**src/rtl/serial_monitor.sv**
```systemverilog
// Serial boot/debug monitor: frames arrive over the UART and are decoded into
// RAM load, fill, dump, checksum or CPU-execute operations.
module serial_monitor #(
    parameter int ADDR_WIDTH     = 10,
    parameter int LEN_WIDTH      = 16,
    parameter int TIMEOUT_CYCLES = 12000000
) (
    input  logic                  clk,
    input  logic                  rst,
    input  logic [7:0]            rx_byte,
    input  logic                  received,
    input  logic                  is_transmitting,
    output logic [7:0]            tx_byte,
    output logic                  transmit,
    output logic [ADDR_WIDTH-1:0] waddr,
    output logic [7:0]            din,
    output logic                  write_en,
    output logic [ADDR_WIDTH-1:0] raddr,
    input  logic [7:0]            dout,
    input  logic                  cpu_halted,
    output logic                  cpu_reset,
    output logic [ADDR_WIDTH-1:0] startaddr,
    output logic                  monitor_control,
    output logic [4:0]            state
);

    localparam int TW = $clog2(TIMEOUT_CYCLES + 1);
    localparam logic [TW-1:0] TIMEOUT_LAST = TW'(TIMEOUT_CYCLES - 1);

    typedef enum logic [4:0] {
        ST_START     = 5'd0,
        ST_ADDR_LO   = 5'd1,
        ST_CMD       = 5'd2,
        ST_LEN_HI    = 5'd3,
        ST_LEN_LO    = 5'd4,
        ST_DISPATCH  = 5'd5,
        ST_LOAD      = 5'd6,
        ST_LOAD_INC  = 5'd7,
        ST_FILL_VAL  = 5'd8,
        ST_FILL      = 5'd9,
        ST_DUMP_ADDR = 5'd10,
        ST_DUMP_WAIT = 5'd11,
        ST_DUMP_SEND = 5'd12,
        ST_SUM_ADDR  = 5'd13,
        ST_SUM_WAIT  = 5'd14,
        ST_SUM_ACC   = 5'd15,
        ST_SUM_SEND  = 5'd16,
        ST_NAK       = 5'd17,
        ST_EXEC      = 5'd18,
        ST_RUN       = 5'd19
    } state_t;

    state_t                state_reg, state_next;
    logic [ADDR_WIDTH-1:0] addr_reg, addr_next;
    logic [7:0]            addr_hi_reg, addr_hi_next;
    logic [7:0]            cmd_reg, cmd_next;
    logic [7:0]            len_hi_reg, len_hi_next;
    logic [LEN_WIDTH-1:0]  len_reg, len_next;
    logic [7:0]            sum_reg, sum_next;
    logic [7:0]            fill_reg, fill_next;
    logic [TW-1:0]         timeout_reg, timeout_next;
    logic                  exec_cnt_reg, exec_cnt_next;

    logic [7:0]            tx_byte_reg, tx_byte_next;
    logic                  transmit_reg, transmit_next;
    logic [ADDR_WIDTH-1:0] waddr_reg, waddr_next;
    logic [7:0]            din_reg, din_next;
    logic                  write_en_reg, write_en_next;
    logic [ADDR_WIDTH-1:0] raddr_reg, raddr_next;
    logic                  cpu_reset_reg, cpu_reset_next;
    logic [ADDR_WIDTH-1:0] startaddr_reg, startaddr_next;
    logic                  monitor_control_reg, monitor_control_next;

    logic [15:0] frame_addr;
    logic [15:0] frame_len;
    logic        timed_state;
    logic        len_is_zero;
    logic        len_is_one;

    assign frame_addr  = {addr_hi_reg, rx_byte};
    assign frame_len   = {len_hi_reg, rx_byte};
    assign len_is_zero = (len_reg == '0);
    assign len_is_one  = (len_reg == LEN_WIDTH'(1));
    assign timed_state = state_reg inside {ST_ADDR_LO, ST_CMD, ST_LEN_HI,
                                           ST_LEN_LO, ST_LOAD, ST_FILL_VAL};

    // State register
    always_ff @(posedge clk) begin
        if (rst) state_reg <= ST_START;
        else     state_reg <= state_next;
    end

    // Next-state logic
    always_comb begin
        state_next = state_reg;
        case (state_reg)
            ST_START:     if (received) state_next = ST_ADDR_LO;
            ST_ADDR_LO:   if (received) state_next = ST_CMD;
            ST_CMD:       if (received) state_next = ST_LEN_HI;
            ST_LEN_HI:    if (received) state_next = ST_LEN_LO;
            ST_LEN_LO:    if (received) state_next = ST_DISPATCH;
            ST_DISPATCH: begin
                case (cmd_reg)
                    8'h01:   state_next = len_is_zero ? ST_START : ST_LOAD;
                    8'h02:   state_next = len_is_zero ? ST_START : ST_DUMP_ADDR;
                    8'h03:   state_next = ST_EXEC;
                    8'h04:   state_next = ST_FILL_VAL;
                    8'h05:   state_next = len_is_zero ? ST_SUM_SEND : ST_SUM_ADDR;
                    default: state_next = ST_NAK;
                endcase
            end
            ST_LOAD:      if (received) state_next = ST_LOAD_INC;
            ST_LOAD_INC:  state_next = len_is_zero ? ST_START : ST_LOAD;
            ST_FILL_VAL:  if (received) state_next = len_is_zero ? ST_START : ST_FILL;
            ST_FILL:      if (len_is_one) state_next = ST_START;
            ST_DUMP_ADDR: state_next = ST_DUMP_WAIT;
            ST_DUMP_WAIT: state_next = ST_DUMP_SEND;
            ST_DUMP_SEND: if (!is_transmitting) state_next = len_is_one ? ST_START : ST_DUMP_ADDR;
            ST_SUM_ADDR:  state_next = ST_SUM_WAIT;
            ST_SUM_WAIT:  state_next = ST_SUM_ACC;
            ST_SUM_ACC:   state_next = len_is_one ? ST_SUM_SEND : ST_SUM_ADDR;
            ST_SUM_SEND:  if (!is_transmitting) state_next = ST_START;
            ST_NAK:       if (!is_transmitting) state_next = ST_START;
            ST_EXEC:      if (exec_cnt_reg) state_next = ST_RUN;
            ST_RUN:       if (cpu_halted) state_next = ST_START;
            default:      state_next = ST_START;
        endcase
        // A stalled header or payload abandons the frame silently.
        if (timed_state && !received && timeout_reg == TIMEOUT_LAST) state_next = ST_START;
    end

    // Output and datapath next values
    always_comb begin
        addr_next            = addr_reg;
        addr_hi_next         = addr_hi_reg;
        cmd_next             = cmd_reg;
        len_hi_next          = len_hi_reg;
        len_next             = len_reg;
        sum_next             = sum_reg;
        fill_next            = fill_reg;
        exec_cnt_next        = 1'b0;
        tx_byte_next         = tx_byte_reg;
        transmit_next        = 1'b0;
        waddr_next           = waddr_reg;
        din_next             = din_reg;
        write_en_next        = 1'b0;
        raddr_next           = raddr_reg;
        startaddr_next       = startaddr_reg;
        cpu_reset_next       = (state_next == ST_EXEC);
        monitor_control_next = !(state_next == ST_EXEC || state_next == ST_RUN);

        if (received && (state_reg inside {ST_START, ST_ADDR_LO, ST_CMD, ST_LEN_HI,
                                           ST_LEN_LO, ST_LOAD, ST_FILL_VAL})) begin
            tx_byte_next  = rx_byte;
            transmit_next = 1'b1;
        end

        case (state_reg)
            ST_START:    if (received) addr_hi_next = rx_byte;
            ST_ADDR_LO:  if (received) addr_next = frame_addr[ADDR_WIDTH-1:0];
            ST_CMD:      if (received) cmd_next = rx_byte;
            ST_LEN_HI:   if (received) len_hi_next = rx_byte;
            ST_LEN_LO:   if (received) len_next = frame_len[LEN_WIDTH-1:0];
            ST_DISPATCH: begin
                sum_next   = 8'h00;
                raddr_next = addr_reg;
                if (cmd_reg == 8'h03) startaddr_next = addr_reg;
            end
            ST_LOAD: begin
                if (received) begin
                    waddr_next    = addr_reg;
                    din_next      = rx_byte;
                    write_en_next = 1'b1;
                    len_next      = len_reg - 1'b1;
                end
            end
            ST_LOAD_INC: addr_next = addr_reg + 1'b1;
            ST_FILL_VAL: if (received) fill_next = rx_byte;
            ST_FILL: begin
                waddr_next    = addr_reg;
                din_next      = fill_reg;
                write_en_next = 1'b1;
                addr_next     = addr_reg + 1'b1;
                len_next      = len_reg - 1'b1;
            end
            ST_DUMP_SEND: begin
                if (!is_transmitting) begin
                    tx_byte_next  = dout;
                    transmit_next = 1'b1;
                    addr_next     = addr_reg + 1'b1;
                    raddr_next    = addr_reg + 1'b1;
                    len_next      = len_reg - 1'b1;
                end
            end
            ST_SUM_ACC: begin
                sum_next   = sum_reg + dout;
                addr_next  = addr_reg + 1'b1;
                raddr_next = addr_reg + 1'b1;
                len_next   = len_reg - 1'b1;
            end
            ST_SUM_SEND: begin
                if (!is_transmitting) begin
                    tx_byte_next  = sum_reg;
                    transmit_next = 1'b1;
                end
            end
            ST_NAK: begin
                if (!is_transmitting) begin
                    tx_byte_next  = 8'h3F;
                    transmit_next = 1'b1;
                end
            end
            ST_EXEC: exec_cnt_next = 1'b1;
            default: ;
        endcase

        if (received || state_next != state_reg || !timed_state) timeout_next = '0;
        else                                                     timeout_next = timeout_reg + 1'b1;
    end

    always_ff @(posedge clk) begin
        if (rst) begin
            addr_reg            <= '0;
            addr_hi_reg         <= '0;
            cmd_reg             <= '0;
            len_hi_reg          <= '0;
            len_reg             <= '0;
            sum_reg             <= '0;
            fill_reg            <= '0;
            timeout_reg         <= '0;
            exec_cnt_reg        <= 1'b0;
            tx_byte_reg         <= '0;
            transmit_reg        <= 1'b0;
            waddr_reg           <= '0;
            din_reg             <= '0;
            write_en_reg        <= 1'b0;
            raddr_reg           <= '0;
            cpu_reset_reg       <= 1'b0;
            startaddr_reg       <= '0;
            monitor_control_reg <= 1'b1;
        end else begin
            addr_reg            <= addr_next;
            addr_hi_reg         <= addr_hi_next;
            cmd_reg             <= cmd_next;
            len_hi_reg          <= len_hi_next;
            len_reg             <= len_next;
            sum_reg             <= sum_next;
            fill_reg            <= fill_next;
            timeout_reg         <= timeout_next;
            exec_cnt_reg        <= exec_cnt_next;
            tx_byte_reg         <= tx_byte_next;
            transmit_reg        <= transmit_next;
            waddr_reg           <= waddr_next;
            din_reg             <= din_next;
            write_en_reg        <= write_en_next;
            raddr_reg           <= raddr_next;
            cpu_reset_reg       <= cpu_reset_next;
            startaddr_reg       <= startaddr_next;
            monitor_control_reg <= monitor_control_next;
        end
    end

    assign tx_byte         = tx_byte_reg;
    assign transmit        = transmit_reg;
    assign waddr           = waddr_reg;
    assign din             = din_reg;
    assign write_en        = write_en_reg;
    assign raddr           = raddr_reg;
    assign cpu_reset       = cpu_reset_reg;
    assign startaddr       = startaddr_reg;
    assign monitor_control = monitor_control_reg;
    assign state           = state_reg;

endmodule

```
**config.mk**
```make
export PLATFORM = sky130hd
export DESIGN_NAME = serial_monitor
export DESIGN_NICKNAME = d
export VERILOG_FILES = /design/src/rtl/serial_monitor.sv
export SDC_FILE = /design/constraint.sdc
export NUM_CORES = 1
export LEC_CHECK = 0
export BUFFER_PORTS_ARGS = -buffer_cell sky130_fd_sc_hd__buf_2
export CAP_MARGIN = 40
export CELL_PAD_IN_SITES_DETAIL_PLACEMENT = 1
export CELL_PAD_IN_SITES_GLOBAL_PLACEMENT = 2
export CORE_UTILIZATION = 30
export DETAILED_ROUTE_END_ITERATION = 8
export PLACE_DENSITY = 0.65
export SLEW_MARGIN = 20
export SYNTH_ARGS = -nofsm -noshare
export SYNTH_HDL_FRONTEND = slang
export SYNTH_SLANG_ARGS = --single-unit
```
**constraint.sdc**
```tcl
create_clock -name clk -period 2.8 [get_ports clk]
set_input_delay 0.28 -clock clk [delete_from_list [all_inputs] [get_ports clk]]
set_output_delay 0.28 -clock clk [all_outputs]
set_load 0.1 [all_outputs]
```
Word level (Yosys, flattened, before mapping)
Cells that the tools add are included.
{"block": "word_totals", "register_bits": 140, "latch_bits": 0, "mem_bits_rw": 0, "rom_bits": 0, "input_bits": 21, "n_memories": 0}
{"block": "classes", "n_addsub": 4, "n_mul": 0, "div": 0, "magnitude_cmp": 0, "eq_ne": 33, "shift": 0, "muxes": 45, "n_bitwise": 0, "reduce_logical": 32}
{"cell": "5-bit one-hot mux with 19 select lines", "n": 1}
{"cell": "5-bit two-way mux", "n": 15}
{"cell": "16-bit one-hot mux with 4 select lines", "n": 1}
{"cell": "10-bit one-hot mux with 3 select lines", "n": 2}
{"cell": "16-bit two-way mux", "n": 3}
{"cell": "5-bit by 4-bit == test with 1-bit output, second input constant", "n": 8}
{"cell": "8-bit two-way mux", "n": 5}
{"cell": "8-bit one-hot mux with 2 select lines", "n": 2}
{"cell": "5-bit == test, second input constant", "n": 6}
{"cell": "10-bit two-way mux", "n": 3}
{"cell": "5-bit one-hot mux with 5 select lines", "n": 1}
{"cell": "24-bit by 1-bit adder with 24-bit output, second input constant", "n": 1}
{"cell": "24-bit == test, second input constant", "n": 1}
{"cell": "8-bit one-hot mux with 3 select lines", "n": 1}
{"cell": "5-bit by 3-bit == test with 1-bit output, second input constant", "n": 4}
{"cell": "10-bit one-hot mux with 2 select lines", "n": 1}
{"cell": "16-bit by 1-bit == test with 1-bit output, second input constant", "n": 1}
{"cell": "8-bit by 2-bit == test with 1-bit output, second input constant", "n": 2}
{"cell": "8-bit by 3-bit == test with 1-bit output, second input constant", "n": 2}
{"cell": "16-bit zero test", "n": 1}
{"cell": "16-bit by 1-bit subtractor with 16-bit output, second input constant", "n": 1}
{"cell": "2-bit AND reduction", "n": 7}
{"cell": "4-bit two-way mux", "n": 3}
{"cell": "10-bit by 1-bit adder with 10-bit output, second input constant", "n": 1}
{"cell": "other kinds (22)", "n": 41}

Longest topological paths before layout
Gate-level depths: netlist (run 1).
{"block": "depth", "depth_word": 9, "mapped_depth": 10, "depth_no_buf": 8}

Least setup slack after synthesis (run 1)
Ideal clock, no wire load.
{"block": "synth_path", "path_type": "register to register", "startpoint": "register state_reg[1], in the netlist state[1]", "endpoint": "register len_reg[15]", "setup_time_ns": 0.092, "t_arrival_ns": 2.608, "setup_slack_ns": 0.100, "path_stages_with_launch": 10, "path_buffers": 4, "synth_period_minus_slack_ns": 2.700, "cell_sequence": "dfxtp_1 buf_2 nor2_1 and3_1 buf_2 a21o_1 buf_4 or3_1 clkbuf_1 o32ai_1"}
{"block": "synth_via", "elab_chain_len": 4, "elab_cells_between_ends": 12}
{"item": "from (decl)", "line": "53", "rtl": "state_t state_reg, state_next;"}
{"item": "from (signal assigned)", "line": "90", "rtl": "else state_reg <= state_next;"}
{"item": "5-bit by 4-bit == test with 1-bit output", "line": "158", "rtl": "case (state_reg)"}
{"item": "2-bit OR reduction (no source line)"}
{"item": "4-bit nonzero test (no source line)"}
{"item": "4-bit AND reduction (no source line)"}
{"item": "to (signal assigned)", "line": "246", "rtl": "len_reg <= len_next;"}
{"item": "to (decl)", "line": "58", "rtl": "logic [LEN_WIDTH-1:0] len_reg, len_next;"}
Several ways; a longest one is shown, not always the timed one.
A chain may end at the register's enable or synchronous reset.

Worst setup path after layout (run 1)
{"block": "layout_path", "startpoint": "register len_reg[0]", "endpoint": "register timeout_reg[18]"}
{"block": "layout_via", "elab_chain_len": 9, "elab_cells_between_ends": 18}
{"item": "16-bit zero test or 16-bit by 1-bit == test with 1-bit output (tied branches)", "line": "82, 83"}
{"item": "5-bit two-way mux (tied with other cells)", "line": "108", "rtl": "8'h05: state_next = len_is_zero ? ST_SUM_SEND : ST_SUM_ADDR;"}
{"item": "5-bit one-hot mux with 5 select lines (tied with other cells)", "line": "103", "rtl": "case (cmd_reg)"}
{"item": "5-bit one-hot mux with 19 select lines *", "line": "96", "rtl": "case (state_reg)"}
{"item": "5-bit two-way mux *", "line": "129", "rtl": "if (timed_state && !received && timeout_reg == TIMEOUT_LAST) state_next = ST_START;"}
{"item": "5-bit inequality test *", "line": "217", "rtl": "if (received || state_next != state_reg || !timed_state) timeout_next = '0;"}
{"item": "1-bit logical OR * (2 in a row)", "line": "217"}
{"item": "2-bit OR reduction (no source line) *"}
{"item": "to (signal assigned)", "line": "249", "rtl": "timeout_reg <= timeout_next;"}
{"item": "to (decl)", "line": "61", "rtl": "logic [TW-1:0] timeout_reg, timeout_next;"}
Mark *: on every way between the ends. The rest lies on a longest branch, timed or not.

==> results.py, run 1 <==
metrics = {
    "logic_synthesis": {
        "netlist.area_leader.share_pct": 37.64,
        "yosysWarningCount": 0,
        "syn_inst": 877,
        "synth_common_cells": "140 x dfxtp_1, 128 x nor2_1, 61 x nand2_1, 50 x mux2i_1, 48 x nand3_1",
        "postSynthAreaPerCell_sq_um": 8.490,
        "seq_area_frac_synth_pct": 37.64,
        "postSynth.asyncResetShare_pct": 0,
        "synth_edf_count": 0,
        "netlist_area_sq_mm": 0.007446,
        "yosys-top-cells-area": "dfxtp_1 38%, mux2i_1 6.7%, nor2_1 6.5%",
        "syn_nets": 911,
        "synth-main-ff-cell": "dfxtp_1",
        "yosys.cell_types.count": 72,
        "yosysMostFrequentCell": "dfxtp_1",
        "synth_top_cell_by_area": "dfxtp_1",
        "ys_ff_latch": 140,
    },
    "cts": {
        "cts-root-buf": "clkbuf_16",
        "cts_hold_buf": 0,
        "postCtsSetupBuffers": 0,
        "cts_tree": "done",
        "numCtsBuffers": 17,
        "clockBufferDepth": 2,
        "htree_num_levels": 4,
        "clock_latency_ps": 440,
        "clock_sinks": 140,
        "post_cts.resized_instances": 0,
        "clk_pin_slew_ps": 70,
    },
    "worst_setup_path": {
        "crit_fanout": 18,
        "critPathKind": "reg -> reg",
        "required_ps": 3090,
        "end_kind": "flip-flop",
        "cp-start-kind": "flip-flop",
        "cp.arrival_ps": 2770,
    },
    "grt": {
        "first_global_vias": 7043,
        "grt_usage_pct": 19.90,
        "grt_pass1_wl_um": 39720,
        "globalRoute.totalOverflow": 0,
        "antenna_found_initial": 0,
        "grt_max_degree": 51,
    },
    "layout": {
        "multi_input_area_sq_mm": 0.004287,
        "area_growth_pct": 18.79,
        "layout.nets": 983,
        "register_area_sq_mm": 0.002803,
        "diodes": 0,
        "drive_gt1_share_pct": 18.40,
        "stdcell_count": 1286,
        "fillerInstances": 2872,
        "largest_register_ffs": 24,
    },
    "sta": {
        "min_period_over_period_pct": 88.50,
        "fmax_mhz": 403.6,
        "drv_slew": 0,
        "tightest_slew_ps": 649.7,
        "setup_viol": 0,
        "clock_skew_ps": 18.31,
        "setup-tns-final_ps": 0,
        "slew_headroom_pct": 56.52,
        "layout_min_cycle_time_ps": 2478,
        "rsz0062_at_grt": "no",
        "finalHoldViolCount": 0,
    },
    "place": {
        "dp_hpwl_um": 17380,
        "dpl.cell_count": 1254,
        "gp_congestion": 0.8263,
        "numPortBuffers": 75,
    },
    "detailed_routing": {
        "top_layer": "met4",
        "wl_per_cell_um": 19.16,
        "drt_wl_total_um": 24640,
        "wl_met3_um": 838,
        "viasPerCell": 5.236,
        "final_antenna_net_count": 0,
        "wl_met2_um": 10990,
        "first_iter_violations": 358,
        "dr.pass1.iters": 4,
        "wl_met1_um": 12470,
        "vias": 6733,
        "drc_errors": 0,
    },
    "floorplanning": {
        "io_pins": 76,
        "core_area_sq_mm": 0.02432,
        "die_h_um": 159.5,
        "start_util_pct": 30.62,
        "die_w_um": 159.5,
        "dieArea_sq_mm": 0.02545,
        "row_count": 57,
    },
    "pwr": {
        "ir_drop_v": 0.0002457,
        "power.density_mw_per_mm2": 561.6,
        "p_leak_nw": 3.389,
    },
    "hold_path": {
        "min-delay-path-class": "in -> reg",
    },
    "status": {
        "status": "finished clean",
    },
    "flow_run": {
        "drv_cap": 0,
    },
}
worst max-delay path, stage by stage, from the launching register on:
cell and delay [ps]:
dfxtp_1 340, inv_1 120, ha_1 150, nor4b_1 290
nand4_2 320, a21oi_1 300, o2111ai_2 170, o21ai_4 480
a211oi_1 160
cells in the final DEF, fill, tap and decap left out, drive strengths merged, types with 5 or more instances in the layout:
| cell type | count |
|---|---|
| xnor2 | 18 |
| nand3 | 48 |
| nor2b | 9 |
| o32ai | 8 |
| mux2 | 7 |
| nor3 | 27 |
| dfxtp | 140 |
| a211o | 6 |
| and3 | 13 |
| and2 | 5 |
| clkbuf | 17 |
| nand2 | 61 |
| nor2 | 134 |
| mux2i | 50 |
| a211oi | 26 |
| o21ai | 20 |
| a2111oi | 7 |
| a311oi | 11 |
| nor4b | 5 |
| nand3b | 5 |
| a221oi | 10 |
| nand4 | 13 |
| nand2b | 8 |
| a21oi | 48 |
| nor4 | 13 |
| a21o | 5 |
| ha | 12 |
| inv | 29 |
| buf | 113 |
| or2 | 5 |
| a22oi | 16 |
| nor3b | 6 |
| xor2 | 17 |
cell type report:
cell class	instances	area share [%]
flip-flops and latches	140	31.69
clock inverters	15	1.966
well taps	324	4.583
multi-input cells	657	48.47
repair buffers	113	7.639
clock buffers	17	4.810
inverters	20	0.8488
routing by layer:
metal | GRT usage [%] | vias to the layer above
li1 | - | 3321
met1 | 27.80 | 3283
met2 | 30.79 | 108
met3 | 3.725 | 21
met4 | 6.163 | 0
met5 | 0 | -
power by group:
part	switching [mW]	internal (mW)
combinational	0.413	0.168
sequential	0.0349	2.02
clock	1.05	1.28
total	1.50	3.47
cell families (layout without fill, tap and decap cells):
| logic type | count (synthesis) | count (layout) | share of synthesized area (%) |
|---|---|---|---|
| AND/OR/NAND/NOR | 369 | 369 | 25.91 |
| AO/OA/AOI/OAI | 183 | 183 | 17.48 |
| flip-flops | 140 | 140 | 37.64 |
| buffers and inverters | 80 | 165 | 4.789 |
| multiplexers | 57 | 57 | 7.780 |
| XOR/XNOR | 35 | 35 | 4.117 |
| adder cells (fa/ha/maj) | 13 | 13 | 2.285 |
final timing paths:
| kind | from | to | slack (ps) | depth (start not counted) |
|---|---|---|---|---|
| hold reg to reg | addr_hi_reg[1] | addr_hi_reg[1] | 460 | 2 |
| hold / removal | rx_byte[1] | fill_reg[1] | 210 | 3 |
| setup / recovery | len_reg[0] | timeout_reg[18] | 320 | 8 |
| setup reg to reg | len_reg[0] | timeout_reg[18] | 320 | 8 |
per-stage QoR:
stage	utilization, %	worst slack, ps	total power, mW	hold WS (ps)	area, sq um
floorplan	-	99.58	2.507	423.9	7446
global placement	33.90	417.0	2.690	445.4	8245
detailed placement	33.90	336.9	2.686	454.1	8245
CTS	36.37	290.0	5.045	198.3	8845
global route	36.37	75.53	5.177	225.6	8845
finish	36.37	322.1	4.967	206.8	8845
(Power assumes the default switching activity.)
==> run 2: changes to the inputs <==
--- a/config.mk
+++ b/config.mk
@@ -7,11 +7,11 @@
 export LEC_CHECK = 0
 export BUFFER_PORTS_ARGS = -buffer_cell sky130_fd_sc_hd__buf_2
 export CAP_MARGIN = 40
-export CELL_PAD_IN_SITES_DETAIL_PLACEMENT = 1
-export CELL_PAD_IN_SITES_GLOBAL_PLACEMENT = 2
+export CELL_PAD_IN_SITES_DETAIL_PLACEMENT = 0
+export CELL_PAD_IN_SITES_GLOBAL_PLACEMENT = 1
 export CORE_UTILIZATION = 30
 export DETAILED_ROUTE_END_ITERATION = 8
-export PLACE_DENSITY = 0.65
+export PLACE_DENSITY = 0.54
 export SLEW_MARGIN = 20
 export SYNTH_ARGS = -nofsm -noshare
 export SYNTH_HDL_FRONTEND = slang
==> run 2 against run 1 <==
Clock power barely moved. Combinational power fell by 2%. Via count fell by 2.0%. Critical path depth fell by 1. Register-to-register slack barely moved. Wire length fell by 5.8%. Sequential cell count did not move. Sequential share of layout area barely moved. Design area fell by 0.13%. Count of clock-buffer cells in the layout rose by 1. First-iteration DRC count fell by 14%. Critical endpoint is now cpu_reset. Largest cell class unchanged. Largest power group unchanged.
==> results.py, run 2 (same netlist as run 1, synthesis figures left out) <==
metrics = {
    "status": {
        "status": "finished clean",
    },
    "hold_path": {
        "min_from": "rx_byte[1]",
        "whs_endpoint": "fill_reg[1]",
        "holdPathStages": 3,
        "min-delay-path-class": "in -> reg",
    },
    "place": {
        "gp_congestion": 0.7915,
        "dp_hpwl_um": 16030,
        "dpl.cell_count": 1255,
        "numPortBuffers": 75,
        "place_ws_ps": 340.5,
        "placed_area_sq_mm": 0.008240,
    },
    "sta": {
        "tightest_slew_ps": 609.7,
        "fmax_mhz": 405.0,
        "min_period_over_period_pct": 88.19,
        "clock_skew_ps": 20.75,
        "drv_slew": 0,
        "setup-tns-final_ps": 0,
        "rsz0062_at_grt": "no",
        "layout_setup_ws_ps": 330.8,
        "whs_ps": 228.1,
        "slew_headroom_pct": 59.30,
        "layout_min_cycle_time_ps": 2469,
        "finalHoldViolCount": 0,
        "setup_viol": 0,
    },
    "layout": {
        "final_area_sq_mm": 0.008833,
        "fin_util_pct": 36.32,
        "drive_gt1_share_pct": 18.48,
        "register_area_sq_mm": 0.002803,
        "diodes": 0,
        "mostFrequentLayoutCells": "140 x dfxtp_1, 128 x nor2_1, 74 x buf_2",
        "area_growth_pct": 18.64,
        "largest_register_ffs": 24,
        "fillerInstances": 2538,
        "final_common_cell": "dfxtp_1",
        "layout.nets": 984,
        "stdcell_count": 1287,
        "multi_input_area_sq_mm": 0.004287,
    },
    "grt": {
        "first_global_vias": 6548,
        "grt_usage_pct": 18.54,
        "met3_usage_pct": 2.839,
        "antenna_found_initial": 0,
        "grt_max_degree": 52,
        "globalRoute.totalOverflow": 0,
        "grtUsageMet1_pct": 26.25,
        "grt_pass1_wl_um": 37070,
        "grt.busiest_layer": "met2",
        "gr-usage-met2_pct": 29.10,
    },
    "cts": {
        "clock_latency_ps": 440,
        "postCtsSetupBuffers": 0,
        "cts_hold_buf": 0,
        "numCtsBuffers": 17,
        "htree_num_levels": 4,
        "post_cts.resized_instances": 0,
        "clk_pin_slew_ps": 70,
        "cts-root-buf": "clkbuf_16",
        "clockBufferDepth": 2,
        "clock_sinks": 140,
        "cts_tree": "done",
    },
    "worst_setup_path": {
        "r2r_slack_ps": 330,
        "r2r-end": "cpu_reset",
        "cp-startpoint": "state[0]",
        "cp-start-kind": "flip-flop",
        "worstReg2RegStart": "state[0]",
        "worstRegToRegCells": 7,
        "critPathKind": "reg -> reg",
        "required_ps": 3110,
        "crit_fanout": 18,
        "end_kind": "flip-flop",
        "cp.arrival_ps": 2780,
    },
    "detailed_routing": {
        "drt_wl_total_um": 23200,
        "wl_per_cell_um": 18.03,
        "drc_errors": 0,
        "first_iter_violations": 309,
        "dr.pass1.iters": 5,
        "viasPerCell": 5.127,
        "final_antenna_net_count": 0,
        "vias": 6599,
    },
    "pwr": {
        "ir_drop_v": 0.0003789,
        "total_power_mw": 4.953,
        "p_leak_nw": 3.383,
        "power.density_mw_per_mm2": 560.8,
    },
    "floorplanning": {
        "dieArea_sq_mm": 0.02545,
        "die_h_um": 159.5,
        "core_area_sq_mm": 0.02432,
        "die_w_um": 159.5,
        "start_util_pct": 30.62,
        "io_pins": 76,
        "row_count": 57,
    },
    "flow_run": {
        "drv_cap": 0,
    },
}
[run 2: changes by cell type in the layout (fill, tap and decap cells not counted)]
cell and change:
inv_6 -2, clkinv_4 +1, clkinv_8 -1, clkbuf_8 +1, clkinv_2 +1, buf_4 +2
buf_12 -1
[run 2: how the worst max path moves through the flow]
stage / to / cells past startpoint
global route: cpu_reset / 7
finish: cpu_reset / 7
floorplan: len_reg[15] / 9
detailed placement: cpu_reset / 7
global placement: cpu_reset / 7
CTS: cpu_reset / 7
[run 2: layer usage]
layer,vias to the layer above,share of wire [%]
met5,-,0
met4,0,1.1
met3,16,2.8
met2,112,45
met1,3144,51
li1,3327,-
[run 2: power breakdown]
| part | leakage (nW) | switching (mW) | internal [mW] | total, mW |
|---|---|---|---|---|
| Combinational | 1.96 | 0.395 | 0.172 | 0.567 |
| Sequential | 1.13 | 0.0467 | 2.02 | 2.07 |
| Clock | 0.290 | 1.03 | 1.29 | 2.32 |
| Total | 3.38 | 1.47 | 3.48 | 4.95 |
[run 2: layout make-up]
class	instances	share of cell area [%]
inverters	20	0.8499
multi-input cells	657	48.53
repair buffers	114	7.592
clock buffers	18	4.972
flip-flops and latches	140	31.73
well taps	324	4.589
clock inverters	14	1.742
[run 2: worst max-delay path, cell delays in order (launching register included)]
cell and delay, ps:
dfxtp_1 540, buf_4 260, nand2b_1 190, nor4_4 440, nor4b_4 320, o21ai_4 60
buf_4 210, nor4_1 330
==> run 3: changes to the inputs <==
--- a/config.mk
+++ b/config.mk
@@ -11,6 +11,7 @@
 export CELL_PAD_IN_SITES_GLOBAL_PLACEMENT = 1
 export CORE_UTILIZATION = 30
 export DETAILED_ROUTE_END_ITERATION = 8
+export MAX_ROUTING_LAYER = met4
 export PLACE_DENSITY = 0.54
 export SLEW_MARGIN = 20
 export SYNTH_ARGS = -nofsm -noshare
==> run 3 against run 2 <==
Clock power barely moved. Sequential power barely moved. Count of clock-buffer cells in the layout did not move. Register-to-register slack barely moved. Sequential share of layout area did not move. Design area did not move. Core utilization did not move. Critical path type unchanged. Largest power group unchanged.
==> results.py, run 3 (same netlist as run 1, synthesis figures left out) <==
metrics = {
    "status": {
        "status": "finished clean",
    },
    "grt": {
        "first_global_vias": 6546,
        "antenna_found_initial": 0,
        "grt_usage_pct": 19.10,
        "grt_pass1_wl_um": 37090,
        "globalRoute.totalOverflow": 0,
        "grt_max_degree": 52,
    },
    "cts": {
        "cts_tree": "done",
        "clock_latency_ps": 430,
        "post_cts.resized_instances": 0,
        "clockBufferDepth": 2,
        "cts-root-buf": "clkbuf_16",
        "postCtsSetupBuffers": 0,
        "clk_pin_slew_ps": 70,
        "numCtsBuffers": 17,
        "htree_num_levels": 4,
        "clock_sinks": 140,
        "cts_hold_buf": 0,
    },
    "detailed_routing": {
        "wl_per_cell_um": 18.01,
        "final_antenna_net_count": 0,
        "dr.pass1.iters": 5,
        "drc_errors": 0,
        "drt_wl_total_um": 23180,
        "viasPerCell": 5.120,
        "first_iter_violations": 358,
        "vias": 6590,
    },
    "floorplanning": {
        "io_pins": 76,
        "core_area_sq_mm": 0.02432,
        "die_h_um": 159.5,
        "start_util_pct": 30.62,
        "die_w_um": 159.5,
        "dieArea_sq_mm": 0.02545,
        "row_count": 57,
    },
    "pwr": {
        "ir_drop_v": 0.0003779,
        "total_power_mw": 4.956,
        "power.density_mw_per_mm2": 561.0,
        "p_leak_nw": 3.383,
    },
    "sta": {
        "setup_viol": 0,
        "clock_skew_ps": 18.01,
        "fmax_mhz": 403.2,
        "layout_min_cycle_time_ps": 2480,
        "min_period_over_period_pct": 88.59,
        "setup-tns-final_ps": 0,
        "tightest_slew_ps": 605.7,
        "slew_headroom_pct": 59.56,
        "rsz0062_at_grt": "no",
        "drv_slew": 0,
        "finalHoldViolCount": 0,
    },
    "layout": {
        "mostFrequentLayoutCells": "140 x dfxtp_1, 128 x nor2_1, 74 x buf_2",
        "diodes": 0,
        "final_area_sq_mm": 0.008833,
        "multi_input_area_sq_mm": 0.004287,
        "final_common_cell": "dfxtp_1",
        "drive_gt1_share_pct": 18.48,
        "fillerInstances": 2538,
        "register_area_sq_mm": 0.002803,
        "stdcell_count": 1287,
        "largest_register_ffs": 24,
        "layout.nets": 984,
        "fin_util_pct": 36.32,
        "area_growth_pct": 18.64,
    },
    "place": {
        "placed_area_sq_mm": 0.008240,
        "dpl.cell_count": 1255,
        "dp_hpwl_um": 16030,
        "numPortBuffers": 75,
        "gp_congestion": 0.8027,
    },
    "worst_setup_path": {
        "critPathKind": "reg -> reg",
        "r2r_slack_ps": 320,
        "end_kind": "flip-flop",
        "cp.arrival_ps": 2790,
        "required_ps": 3110,
        "cp-start-kind": "flip-flop",
        "crit_fanout": 18,
    },
    "flow_run": {
        "drv_cap": 0,
    },
    "hold_path": {
        "min-delay-path-class": "in -> reg",
    },
}
-- run 3: cell counts in the layout (fill, tap and decap cells not counted) --
No cell type changed its count.
-- run 3: cell type report --
type	count	share of cell area, %
clock buffers	18	4.972
clock inverters	14	1.742
inverters	20	0.8499
multi-input cells	657	48.53
flip-flops and latches	140	31.73
well taps	324	4.589
repair buffers	114	7.592
-- run 3: final timing paths --
check               from             end  cells past startpoint
max reg2reg     state[0]       cpu_reset                      7
min reg2reg  fill_reg[1]     fill_reg[1]                      2
max             state[0]       cpu_reset                      7
min           rx_byte[1]  addr_hi_reg[1]                      3
-- run 3: through the flow --
stage / worst slack [ps] / hold slack [ps]
3_3_place_gp: 424.6 / 446.0
2_1_floorplan: 99.58 / 423.9
3_5_place_dp: 340.5 / 451.3
4_1_cts: 315.3 / 203.9
5_1_grt: 134.2 / 214.7
6_report: 319.6 / 224.4
-- run 3: where the power goes --
| part | internal [mW] | switching [mW] |
|---|---|---|
| registers | 2.02 | 0.0468 |
| logic | 0.172 | 0.395 |
| clock network | 1.29 | 1.03 |
| total | 3.48 | 1.47 |
-- run 3: layer usage --
layer | global-route usage, % | share of wire [%]
met4 | 4.720 | 1.0
met3 | 2.865 | 2.1
met1 | 26.27 | 52
met5 | - | 0
met2 | 29.18 | 45
-- run 3: worst max-delay path: stages, from the launching register on --
cell and delay, ps:
dfxtp_1 550, buf_4 260, nand2b_1 190, nor4_4 440, nor4b_4 320, o21ai_4 60
buf_4 210, nor4_1 320
